[src/rtl/result_decoder.sv]
`timescale 1ns/1ps
`default_nettype none
// ============================================================================
//  Module   : result_decoder
//  Purpose  : Receive-side demultiplexer for the shared dice / traffic-light
//             result bus. Splits the bus by `sel`, debounces and validates
//             dice throws (1..6), tracks the light sequence
//             red -> red+amber -> green -> amber -> red, and counts protocol
//             violations in a saturating counter.
//  Ports    : clk            - rising-edge clock
//             rst            - asynchronous active-low reset
//             result[2:0]    - muxed bus (dice value, or {red,amber,green})
//             sel            - channel select (0 = dice, 1 = lights)
//             dice_value     - last accepted throw
//             dice_strobe    - 1-clock pulse when dice_value updates
//             dice_error     - 1-clock pulse on a stable illegal throw
//             lights         - tracked {red,amber,green}, 000 while unlocked
//             lights_locked  - light tracker synchronised
//             seq_error      - 1-clock pulse on illegal pattern/transition
//             error_count    - saturating count of error pulses
//             seg[6:0]       - {g,f,e,d,c,b,a} of dice_value (optional)
//  Options  : RESULT_DECODER_SEG_EN - adds the registered seg output
//  Revision : 1.0 - initial release
// ============================================================================
module result_decoder #(
    parameter int STABLE_CYCLES = 4,
    parameter int CNT_W         = 8
) (
    input  logic             clk,
    input  logic             rst,
    input  logic [2:0]       result,
    input  logic             sel,
    output logic [2:0]       dice_value,
    output logic             dice_strobe,
    output logic             dice_error,
    output logic [2:0]       lights,
    output logic             lights_locked,
    output logic             seq_error,
    output logic [CNT_W-1:0] error_count
`ifdef RESULT_DECODER_SEG_EN
    ,
    output logic [6:0]       seg
`endif
);

    typedef enum logic [2:0] {
        ST_UNSYNC    = 3'd0,
        ST_RED       = 3'd1,
        ST_RED_AMBER = 3'd2,
        ST_GREEN     = 3'd3,
        ST_AMBER     = 3'd4
    } light_state_t;

    localparam logic [3:0]       STABLE_MAX = 4'(STABLE_CYCLES);
    localparam logic [CNT_W-1:0] CNT_MAX    = '1;
    localparam logic [CNT_W-1:0] CNT_ONE    = CNT_W'(1);

    // Map a raw {red,amber,green} pattern to the state it represents;
    // anything that is not one of the four legal patterns maps to UNSYNC.
    function automatic light_state_t pattern_to_state(input logic [2:0] p);
        case (p)
            3'b100:  return ST_RED;
            3'b110:  return ST_RED_AMBER;
            3'b001:  return ST_GREEN;
            3'b010:  return ST_AMBER;
            default: return ST_UNSYNC;
        endcase
    endfunction

    function automatic light_state_t next_in_seq(input light_state_t s);
        case (s)
            ST_RED:       return ST_RED_AMBER;
            ST_RED_AMBER: return ST_GREEN;
            ST_GREEN:     return ST_AMBER;
            ST_AMBER:     return ST_RED;
            default:      return ST_UNSYNC;
        endcase
    endfunction

    function automatic logic [2:0] state_to_lights(input light_state_t s);
        case (s)
            ST_RED:       return 3'b100;
            ST_RED_AMBER: return 3'b110;
            ST_GREEN:     return 3'b001;
            ST_AMBER:     return 3'b010;
            default:      return 3'b000;
        endcase
    endfunction

    // Input register stage and history
    logic [2:0]   r_q;
    logic         sel_q;
    logic         sel_prev;     // sel_q of the previous cycle
    logic [2:0]   dice_prev;    // last dice-channel sample
    logic [3:0]   stab_cnt;
    light_state_t state;

    // Decision logic
    light_state_t pat_state;
    light_state_t eff_state;
    light_state_t light_next;
    logic         light_fault;
    logic [3:0]   stab_next;
    logic         qualify;
    logic         dice_legal;
    logic         dice_accept;
    logic         dice_fault;

    always_comb begin
        pat_state   = pattern_to_state(r_q);
        // Lights keep running while the dice channel is selected, so the
        // first light sample after a gap is a fresh acquisition.
        eff_state   = sel_prev ? state : ST_UNSYNC;
        light_next  = state;
        light_fault = 1'b0;
        if (sel_q) begin
            if (eff_state == ST_UNSYNC) begin
                light_next  = pat_state;
                light_fault = (pat_state == ST_UNSYNC);
            end else if ((pat_state == eff_state) ||
                         (pat_state == next_in_seq(eff_state))) begin
                light_next  = pat_state;
            end else begin
                light_next  = ST_UNSYNC;
                light_fault = 1'b1;
            end
        end
    end

    always_comb begin
        if (sel_q) begin
            stab_next = 4'd0;
        end else if ((r_q == dice_prev) && (stab_cnt != 4'd0)) begin
            stab_next = (stab_cnt == STABLE_MAX) ? STABLE_MAX : stab_cnt + 4'd1;
        end else begin
            stab_next = 4'd1;
        end
        // Fire only on the cycle the count reaches the threshold, so a
        // value held indefinitely produces a single pulse.
        qualify     = !sel_q && (stab_next == STABLE_MAX) && (stab_cnt != STABLE_MAX);
        dice_legal  = (r_q != 3'd0) && (r_q != 3'd7);
        dice_accept = qualify && dice_legal;
        dice_fault  = qualify && !dice_legal;
    end

    always_ff @(posedge clk or negedge rst) begin
        if (!rst) begin
            r_q           <= 3'd0;
            sel_q         <= 1'b0;
            sel_prev      <= 1'b0;
            dice_prev     <= 3'd0;
            stab_cnt      <= 4'd0;
            state         <= ST_UNSYNC;
            lights        <= 3'b000;
            lights_locked <= 1'b0;
            seq_error     <= 1'b0;
            dice_value    <= 3'd0;
            dice_strobe   <= 1'b0;
            dice_error    <= 1'b0;
            error_count   <= '0;
        end else begin
            r_q           <= result;
            sel_q         <= sel;
            sel_prev      <= sel_q;
            if (!sel_q) begin
                dice_prev <= r_q;
            end
            stab_cnt      <= stab_next;
            state         <= light_next;
            lights        <= state_to_lights(light_next);
            lights_locked <= (light_next != ST_UNSYNC);
            seq_error     <= light_fault;
            dice_strobe   <= dice_accept;
            dice_error    <= dice_fault;
            if (dice_accept) begin
                dice_value <= r_q;
            end
            // The two fault sources are exclusive: they need opposite sel_q.
            if ((light_fault || dice_fault) && (error_count != CNT_MAX)) begin
                error_count <= error_count + CNT_ONE;
            end
        end
    end

`ifdef RESULT_DECODER_SEG_EN
    function automatic logic [6:0] seg_encode(input logic [2:0] v);
        case (v)
            3'd1:    return 7'b0000110;
            3'd2:    return 7'b1011011;
            3'd3:    return 7'b1001111;
            3'd4:    return 7'b1100110;
            3'd5:    return 7'b1101101;
            3'd6:    return 7'b1111101;
            default: return 7'b0000000;
        endcase
    endfunction

    // Follows dice_value by one clock.
    always_ff @(posedge clk or negedge rst) begin
        if (!rst) begin
            seg <= 7'b0000000;
        end else begin
            seg <= seg_encode(dice_value);
        end
    end
`endif

endmodule
`default_nettype wire

[config.mk]
export PLATFORM = sky130hd
export DESIGN_NAME = result_decoder
export DESIGN_NICKNAME = d
export VERILOG_FILES = /design/src/rtl/result_decoder.sv
export SDC_FILE = /design/constraint.sdc
export NUM_CORES = 1
export LEC_CHECK = 0
export ABC_AREA = 0
export BUFFER_PORTS_ARGS = -buffer_cell sky130_fd_sc_hd__buf_2
export CAP_MARGIN = 0
export CORE_MARGIN = 2
export CORE_UTILIZATION = 40
export DETAILED_ROUTE_END_ITERATION = 8
export SLEW_MARGIN = 15
export SYNTH_ARGS = -nofsm -noshare
export SYNTH_HDL_FRONTEND = slang
export SYNTH_SLANG_ARGS = --single-unit
[constraint.sdc]
create_clock -name clk -period 6.2 [get_ports clk]
set_input_delay 0 -clock clk [delete_from_list [all_inputs] [get_ports clk]]
set_output_delay 0 -clock clk [all_outputs]
set_load 0.1 [all_outputs]
After elaboration in Yosys (flattened, before gate mapping)
Index checks and enable logic that the tools add are counted.
- bits of input ports: 6
- register bits: 33
- muxes and demuxes: 15
- reductions and logical operators: 16
- $add $sub $neg: 2
- equality and inequality tests: 20
- operators with widths (operator ; count):
    case mux 3 bit (4 select lines) ; 3
    two-way mux 3 bit ; 6
    == test 3 x 2 -> 1 bit (second input constant) ; 5
    == test 3 bit (second input constant) ; 4
    two-way mux 4 bit ; 3
    == test 3 x 1 -> 1 bit (second input constant) ; 3
    == test 3 bit ; 3
    adder 8 x 1 -> 8 bit (second input constant) ; 1
    == test 4 x 3 -> 1 bit (second input constant) ; 2
    != test 8 bit (second input constant) ; 1
    logical AND 1 bit ; 7
    zero test 3 bit ; 2
    nonzero test 3 bit ; 2
    adder 4 x 1 -> 4 bit (second input constant) ; 1
    != test 4 x 3 -> 1 bit (second input constant) ; 1
    nonzero test 4 bit ; 1
    two-way mux 1 bit ; 3
    != test 3 bit (second input constant) ; 1
    zero test 1 bit ; 2
    logical OR 1 bit ; 2

Longest topological paths before layout
- word-level depth: 12
- mapped depth: 10
- mapped depth without buffers: 10

Worst setup path after synthesis
OpenSTA, ideal clock, no wires.
- path kind: register to register
- start: register error_count[0]
- end: register error_count[1]
- arrival time: 2.453 ns
- buffers on the path: 0
- stages on the path, launching flop included: 9
- data required time: 6.073 ns
- slack: 3.621 ns
- cells stage by stage: dfrtp_1 ha_1 and3_1 nand3_1 inv_1 nand3_1 and2_1 a31o_4 mux2_4
- word-level cells in the longest chain between the ends: 2
- RTL lines (element ; RTL line ; text):
    start, declared ; 39 ; output logic [CNT_W-1:0] error_count
    start signal, assigned ; 180 ; error_count <= error_count + CNT_ONE;
    parallel branches: the longest is 2 deep, another holds adder 8 x 1 -> 8 bit ; - ;
Parallel ways; which one is timed is not known.
A chain may end at the register's enable or synchronous reset.

Worst setup path in the final report
- start: register r_q[0]
- end: register error_count[1]
- word-level cells in the longest chain between the ends: 10
- RTL lines (element ; RTL line ; text):
    start, declared ; 91 ; logic [2:0] r_q;
    start signal, assigned ; 162 ; r_q <= result;
    == test 3 bit ; 133 ; end else if ((r_q == dice_prev) && (stab_cnt != 4'd0)) begin
    logical AND 1 bit ; 133 ;
    two-way mux 4 bit ; 133 ;
    two-way mux 4 bit ; 131 ; if (sel_q) begin
    == test 4 x 3 -> 1 bit ; 140 ; qualify = !sel_q && (stab_next == STABLE_MAX) && (stab_cnt != STABLE_MAX);
    logical AND 1 bit (2 in a row) ; 140 ;
    logical AND 1 bit * ; 143 ; dice_fault = qualify && !dice_legal;
    via dice_fault ; 107 ; logic dice_fault;
    logical OR 1 bit * ; 179 ; if ((light_fault || dice_fault) && (error_count != CNT_MAX)) begin
    logical AND 1 bit * ; 179 ;
The timed path passes the listed nets; every way through them passes the cells marked *.

==> run metrics <==
crit-path cells=xor2_1 -> a2111oi_2 -> nand2b_1 -> nor3_2 -> and2_1 -> a31o_4 -> mux2_4; register area=a little over 800 µm²; layout cell share with drive strength beyond 1=23.5%; largest area contributor in the netlist=dfrtp_1; Synth async-reset ratio=100%; distinct cell type count after synthesis=52; Worst Skew=3.74 ps; Clock transition at path regs=60 ps; YS warnings=0; post-synth top area share=45.7%; setup bufs post-CTS=0; Detailed Route WL=3.58 mm; initial antenna violation count=0; drt wl/cell=14.2 µm; post-place setup slack=about 3600 ps; port bufs=23; filler instances=404; status=complete, no violations; CTS sink cnt=33; Worst Setup SP=r_q[0]; hpwl dp=2.49 mm; CP Capture Type=flip-flop; Least-Margin Pin Slew=721 ps; via count=1352; non-filler cells, final=252; DRC viols=0; Die Span Y=71.2 µm; CP max stage delay=700 ps; max-cap viol count=0; Fmax=slightly below 0.4 GHz; TritonCTS clock tree=yes; Netlist Area Pre-Place=0.00181 mm²; die area=0.00507 mm²; I/O Pins=24; CP Class=flip-flop to flip-flop; Synth top cells by count=dfrtp_1, nand2_1, nor2_1, nand3_1; clk_lat worst skew=290 ps; vias in the first global route=~1300; WP buf/inv=0; Iteration-0 DRC Markers=67; reg2reg setup slack=3640 ps; CP delay by family, top=simple AND/OR/NAND/NOR gates; Max Slew Vio Count=0; post-route minimum period=about 2600 ps; first-pass GRT wire length=6.09 mm; Final Cycle Share=41.3%; largest net degree at the start of global routing=34; vias per cell=between 5 and 6; Initial Utilization=a little over 40%; power density cells=approximately 340 mW/mm²; Placed Cells=240; endpoints failing setup=0; Root Buffer=clkbuf_8; predominant post-synthesis flop cell=dfrtp_1; Post-Synthesis Cells=between 150 and 200; Post-synth EDFFs=0; DR pass1 iterations=4; Slew HR=between 50% and 60%; GPL Wtd Cong=0.847; Net Count, Synth=around 190; RSZ-0062 raised after global routing=false; num rows=24; Final TNS setup=0 ps; final setup margin=3640 ps; Final Hold Viols=0; Total GRT Usage=15.3%; antenna viol nets, final=0; Syn-to-layout area delta=14.3%; r2r startpoint=r_q[0]; nets=~210; CORE AREA=0.00435 mm²; Multi-input gate area=896 µm²; CP Max Fanout=17; critical path's slowest cell=dfrtp_1; ANT cells=0; Critical Path RT=about 6400 ps; P_leak=0.925 nW; crit path DAT=2740 ps; most common cell in the synthesized netlist=dfrtp_1; FF+latch count, synth=33; CTS max path bufs=2; Post-Syn Area per Cell=10.3 µm²; global route total overflow=0; H-tree lvl count=2; post-synthesis sequential area ratio=around 46%; total CTS buffers=5; Die Wd=between 70 and 80 µm; Hold WC Path Type=primary input to asynchronous set/reset pin; Setup crit start kind=flip-flop; ranking of synthesized cells by area=dfrtp_1, mux2_2, nand2_1, xnor2_1, nor2_1; Peak VDD IR=0.352 mV
timing repair:
item / 4_1_cts / 5_1_grt
hold buffers: 5 / 0
endpoints found under the hold margin: 37 / 0
resized for setup: 0 / 0
path summary, 6_finish.rpt:
kind | cells after the start | endpoint
worst max register to register | 7 | error_count[1]
min in group clk | 2 | r_q[2]
max in group asynchronous | 2 | state[1]
worst max-delay path | 7 | error_count[1]
worst min-delay path | 2 | dice_value[2]
worst min register to register | 1 | dice_value[1]
flip-flops by register name (all words and copies together), names as in the netlist:
name	count
r_q	3
sel_q	1
state	3
dice_prev	3
lights_locked	1
error_count	8
stab_cnt	4
lights	3
dice_value	3
sel_prev	1
dice_error	1
dice_strobe	1
seq_error	1
cell families (layout without fill, tap and decap cells):
family                   count (synthesis)  after routing  share of synthesized area, %
AND/OR/NAND/NOR                         68             68                          20.8
AO/OA/AOI/OAI                           29             29                          12.5
adder cells (fa/ha/maj)                  4              4                          2.63
flip-flops                              33             33                          45.7
XOR/XNOR                                12             12                          6.23
buffers and inverters                   18             42                          4.71
multiplexers                            12             12                          7.48
per-layer routing:
metal	share of wire [%]	track usage, %
met4	1.0	4.40
met5	0	0
met2	46	22.7
met1	48	20.9
met3	4.9	5.84
power by group:
| group | internal (mW) | switching [mW] |
|---|---|---|
| Combinational | 0.0610 | 0.200 |
| Sequential | 0.242 | 0.0358 |
| Clock | 0.0879 | 0.0742 |
layout make-up:
cell class	instances	share of cell area (%)
inverters	7	1.27
repair buffers	28	8.00
clock buffers	7	4.18
well taps	52	3.15
flip-flops and latches	33	40.0
multi-input cells	125	43.4
per-stage QoR:
| stage | utilization (%) | hold WS (ps) | power [mW] | instance area, µm² |
|---|---|---|---|---|
| final | 47.4 | 306 | 0.701 | 2060 |
| after global routing | 47.4 | 355 | 0.731 | 2060 |
| after CTS | 47.4 | 337 | 0.705 | 2060 |
| after detailed placement | 44.3 | 102 | 0.539 | 1930 |
| after global placement | 44.3 | 86.6 | 0.535 | 1930 |
| after floorplan | - | -296 | 0.495 | 1810 |
placed cells by master (no fill, tap or decap), drive strengths merged, types with 2 or more instances in the layout:
| cell type | instances |
|---|---|
| ha | 3 |
| or4b | 2 |
| a31o | 3 |
| or3 | 2 |
| nor3 | 5 |
| nand3 | 8 |
| and2 | 2 |
| mux2 | 9 |
| clkbuf | 7 |
| xnor2 | 7 |
| o21a | 2 |
| nor2 | 13 |
| dfrtp | 33 |
| inv | 7 |
| dlygate4sd3 | 5 |
| nand2 | 16 |
| xor2 | 5 |
| o21ai | 6 |
| buf | 23 |
| a21oi | 6 |
| nor3b | 2 |
| and3 | 2 |
| nand4b | 2 |
| mux2i | 3 |
| nor2b | 7 |
| nand2b | 4 |
(Power assumes the default switching activity.)
